`src/rtl/fifo_rd_pkg.sv`:
```
// rtl/fifo_rd_pkg.sv - shared states, defaults and sizing helpers for the FIFO byte reader
package fifo_rd_pkg;

  typedef enum logic [2:0] {
    IDLE,
    POP,
    CAPT,
    SYNC,
    SEND
  } state_e;

  localparam logic [7:0] SYNC_BYTE_DEF  = 8'hA5;
  localparam int         WORD_WIDTH_DEF = 48;
  localparam int         NBYTES         = WORD_WIDTH_DEF / 8;
  localparam int         IDX_W          = $clog2(NBYTES);

  // Keeps the byte index at least one bit wide for single-byte words.
  function automatic int idx_width(input int nbytes);
    return (nbytes > 1) ? $clog2(nbytes) : 1;
  endfunction

endpackage

```
`src/rtl/fifo_byte_reader.sv`:
```
// rtl/fifo_byte_reader.sv - pops 48-bit FIFO words and streams them out MSB byte first
// Every output is decoded from the state and shift registers only.
module fifo_byte_reader
  import fifo_rd_pkg::*;
#(
  parameter int         WORD_WIDTH = WORD_WIDTH_DEF,
  parameter bit         SYNC_EN    = 1'b1,
  parameter logic [7:0] SYNC_BYTE  = SYNC_BYTE_DEF,
  parameter int         CNT_WIDTH  = 16
) (
  input  logic                  clk,
  input  logic                  rst_n,
  input  logic                  fifo_empty,
  output logic                  fifo_rd_en,
  input  logic [WORD_WIDTH-1:0] fifo_data,
  output logic [7:0]            tx_data,
  output logic                  tx_valid,
  input  logic                  tx_ready,
  output logic                  busy,
  output logic [CNT_WIDTH-1:0]  word_count
);

  localparam int             NB       = WORD_WIDTH / 8;
  localparam int             IW       = idx_width(NB);
  localparam logic [IW-1:0]  LAST_IDX = IW'(NB - 1);

  state_e                state_q, state_d;
  logic [WORD_WIDTH-1:0] shift_q, shift_d;
  logic [IW-1:0]         idx_q,   idx_d;
  logic [CNT_WIDTH-1:0]  cnt_q,   cnt_d;

  always_ff @(posedge clk or negedge rst_n) begin
    if (!rst_n) begin
      state_q <= IDLE;
      shift_q <= '0;
      idx_q   <= '0;
      cnt_q   <= '0;
    end else begin
      state_q <= state_d;
      shift_q <= shift_d;
      idx_q   <= idx_d;
      cnt_q   <= cnt_d;
    end
  end

  always_comb begin
    state_d = state_q;
    shift_d = shift_q;
    idx_d   = idx_q;
    cnt_d   = cnt_q;
    unique case (state_q)
      IDLE: if (!fifo_empty) state_d = POP;
      POP:  state_d = CAPT;
      CAPT: begin
        // Read data is registered in the FIFO, so it lands one cycle after the pop.
        shift_d = fifo_data;
        idx_d   = '0;
        if (SYNC_EN) state_d = SYNC;
        else         state_d = SEND;
      end
      SYNC: if (tx_ready) state_d = SEND;
      SEND: begin
        if (tx_ready) begin
          shift_d = shift_q << 8;
          idx_d   = idx_q + IW'(1);
          if (idx_q == LAST_IDX) begin
            cnt_d   = cnt_q + CNT_WIDTH'(1);
            state_d = IDLE;
          end
        end
      end
      default: state_d = IDLE;
    endcase
  end

  assign fifo_rd_en = (state_q == POP);
  assign tx_valid   = (state_q == SYNC) || (state_q == SEND);
  assign tx_data    = (state_q == SYNC) ? SYNC_BYTE :
                      (state_q == SEND) ? shift_q[WORD_WIDTH-1 -: 8] : 8'h00;
  assign busy       = (state_q != IDLE);
  assign word_count = cnt_q;

endmodule

```
`config.mk`:
```
export PLATFORM = sky130hd
export DESIGN_NAME = fifo_byte_reader
export DESIGN_NICKNAME = d
export VERILOG_FILES = /design/src/rtl/fifo_rd_pkg.sv /design/src/rtl/fifo_byte_reader.sv
export SDC_FILE = /design/constraint.sdc
export NUM_CORES = 1
export LEC_CHECK = 0
export ABC_AREA = 1
export BUFFER_PORTS_ARGS = -buffer_cell sky130_fd_sc_hd__buf_4
export CORE_UTILIZATION = 36
export DETAILED_ROUTE_END_ITERATION = 6
export GPL_TIMING_DRIVEN = 0
export PLACE_DENSITY = 0.61
export SYNTH_ARGS = -nofsm -noshare
export SYNTH_HDL_FRONTEND = slang
export SYNTH_SLANG_ARGS = --single-unit
```
`constraint.sdc`:
```
create_clock -name clk -period 1.41 [get_ports clk]
set_input_delay 0.141 -clock clk [delete_from_list [all_inputs] [get_ports clk]]
set_output_delay 0.141 -clock clk [all_outputs]
set_load 0.1 [all_outputs]
```
==> reports/results.ini <==
[worst_setup_path]
critPathLaunchType = flip-flop
end_kind = output port
cp.arrival_ns = 1.53
worstPathRequired_ns = 1.27
critPathKind = flip-flop to output port
worstPathCellList = nor2_4 -> nand2_4 -> clkbuf_8 -> o21ai_4 -> buf_12
cp_max_fo = 5
critical-path-slowest-cell = dfrtp_2
cpPeakStageDelay_ns = 0.43

[timing]
finalHoldViolCount = 0
skew_ns = 0.00963
finalSetupTns_ns = -10.34
setup_viol = 76
slew_violations = 0
fin_ws_ns = -0.262
layout_min_cycle_time_ns = 1.67
max_freq_mhz = 598
relSlewSlack_pct = 39.2
finalCritPeriodShare_pct = 119
worst_slew_pin_slew_ns = 0.912
rsz0062_at_grt = true

[yosys]
synth_fp_nets = 453
ys_seq_area_share_pct = 50.2
synth_cell_types = 31
avgSynthCellArea_sq_um = 8.77
ys_ff_latch = 70
yosysWarnings = 0
synth_area_sq_um = 3490
syn_inst = 398

[floorplanning]
die_x_um = 100
ios = 79
row_count = 35
die-area_sq_um = 10100
start_util_pct = 37.4
die_h_um = 100
core-area_sq_um = 9330

[layout]
final_common_cell = buf_4
diodes = 0
final_area_sq_um = 5260
fin_util_pct = 56.4
drive_above_1_share_pct = 40.0
synthToLayoutAreaGrowth_pct = 50.7
nNetsFinal = 575
final_cell_mix = buf_4 (86), nand2_1 (83), inv_1 (61)

[detailed_routing]
routedWlPerCell_um = 13.7
drc_errors = 0
drtPass1Iterations = 4
dr_total_vias = 3076
drt_iter0_drc = 88
routed_wl_um = 8950
ant_nets = 0
viasPerCell = 4.70

[placement]
dpl.hpwl_um = 6090
place_congestion = 0.800
dp_slack_ns = -0.250
portBuffers = 78
dpl_cell_area_sq_um = 4410

[clock_tree]
cts_sinks = 70
cts_tree = done
cts_buffer_depth = 2
cts_buffers = 9
path_clk_slew_ns = 0.08
htreeDepth = 3
clk-insertion-delay-late_ns = 0.34
cts_root_buf = clkbuf_8

[grt]
grt_usage_pct = 19.3
grt_pass1_vias = 3126
antenna_found_initial = 0
grt_first_pass_wirelength_um = 15000
overflow = 0
grt_max_degree = 71

[flow_run]
max-cap-violations = 0

[pwr]
clkPwrFrac_pct = 15.5
intPower_mw = 5.97
power.switching_mw = 4.35
total_power_mw = 10.3
p_leak_nw = 2.37
peakVddDrop_uv = 1210
switching_share_pct = 42.1
powerDensity_nw_per_um2 = 1960
pwr-share-seq_pct = 28.7
combPwrFrac_pct = 55.9

[status]
status = finished with violations
violations = setup timing

[worst_hold_path]
hold_path.class = primary input to flip-flop

## per-stage QoR
stage | instances | hold WS, ns
2_1_floorplan | 398 | -0.155
3_3_place_gp | 605 | 0.329
6_report | 654 | 0.0175
4_1_cts | 647 | 0.00787
3_5_place_dp | 605 | 0.328
5_1_grt | 654 | 0.0206
## cell usage after synthesis
| master | number | share of area [%] |
|---|---|---|
| a21oi_1 | 1 | 0.14 |
| buf_12 | 1 | 0.57 |
| buf_2 | 7 | 1.0 |
| buf_4 | 3 | 0.65 |
| buf_6 | 1 | 0.32 |
| clkbuf_1 | 6 | 0.65 |
| clkbuf_4 | 1 | 0.22 |
| clkinv_1 | 1 | 0.11 |
| dfrtp_1 | 70 | 50 |
| ha_1 | 3 | 1.1 |
| inv_1 | 64 | 6.9 |
| inv_4 | 1 | 0.18 |
| nand2_1 | 90 | 9.7 |
| nand2_2 | 2 | 0.36 |
| nand2_4 | 1 | 0.32 |
| nand3_1 | 7 | 1.0 |
| nand3b_1 | 3 | 0.65 |
| nand4_1 | 2 | 0.36 |
| nor2_1 | 18 | 1.9 |
| nor2_2 | 3 | 0.54 |
| nor2_4 | 1 | 0.32 |
| nor3_1 | 2 | 0.29 |
| o211ai_1 | 30 | 6.5 |
| o211ai_2 | 10 | 3.6 |
| o21ai_0 | 45 | 6.5 |
| o21ai_2 | 10 | 2.5 |
| o21bai_1 | 2 | 0.43 |
| o22ai_1 | 1 | 0.18 |
| o31ai_1 | 1 | 0.22 |
| xnor2_1 | 6 | 1.5 |
| xor2_1 | 5 | 1.3 |
## registers in the layout, summed over array words and instances (netlist names)
name / cells
shift_q: 48
word_count: 16
idx_q: 3
state_q: 3
## critical path: cells and delay by family, from the launching register on
kind,cells,cell delay (ns)
AO/OA/AOI/OAI,1,0.15
buffers and inverters,2,0.37
flip-flops,1,0.43
AND/OR/NAND/NOR,2,0.24
## logic make-up after synthesis
logic type	Yosys count	synth area share, %
xor gates and xnor gates	11	2.76
DFF	70	50.2
adders and majority gates	3	1.08
AOI/OAI and AO/OA	100	20.0
and+or+nand+nor	129	15.4
buffers and inverters	85	10.6
## timing repair
item	CTS	global route
setup buffers	12	6
hold endpoints to repair	76	0
pin swaps	6	2
gates cloned	7	1
resized for setup	83	27
endpoints found under the setup margin	71	79
hold buffers	7	0
## worst paths after layout
kind	end	slack, ns	cells after the start	from
max in group asynchronous	word_count[8]	0.24	2	rst_n
setup / recovery	tx_data[7]	-0.26	5	state_q[1]
hold / removal	shift_q[0]	0.02	3	fifo_data[0]
min in group asynchronous	word_count[10]	0.47	2	rst_n
setup reg to reg	shift_q[12]	-0.20	9	state_q[1]
hold reg to reg	word_count[14]	0.49	1	word_count[14]
## area by class of cell
type	instances	area, sq um
clock inverter	7	65.1
buffer	19	241
inverter	66	264
tap	129	161
clock buffer	9	124
sequential	70	1800
timing repair buffer	110	1040
multi-input combinational	244	1560
fill	845	4070
## power groups by stage
stage | combinational, mW | clock (mW) | sequential, mW
after global routing | 6.22 | 1.72 | 3.02
after floorplan | 3.30 | 0 | 2.96
final | 5.76 | 1.59 | 2.96
after detailed placement | 4.24 | 0 | 3.00
after global placement | 4.17 | 0 | 2.98
after CTS | 5.44 | 1.63 | 2.95
## layer usage
layer	up-vias	track usage, %	routed length (um)	share of wire [%]
li1	1539	-	-	-
met1	1463	25.1	4150	46
met2	65	32.3	4360	49
met3	9	3.68	329	3.7
met4	0	6.35	104	1.2
met5	-	0	0	0
Power figures use the tool's default switching activity.
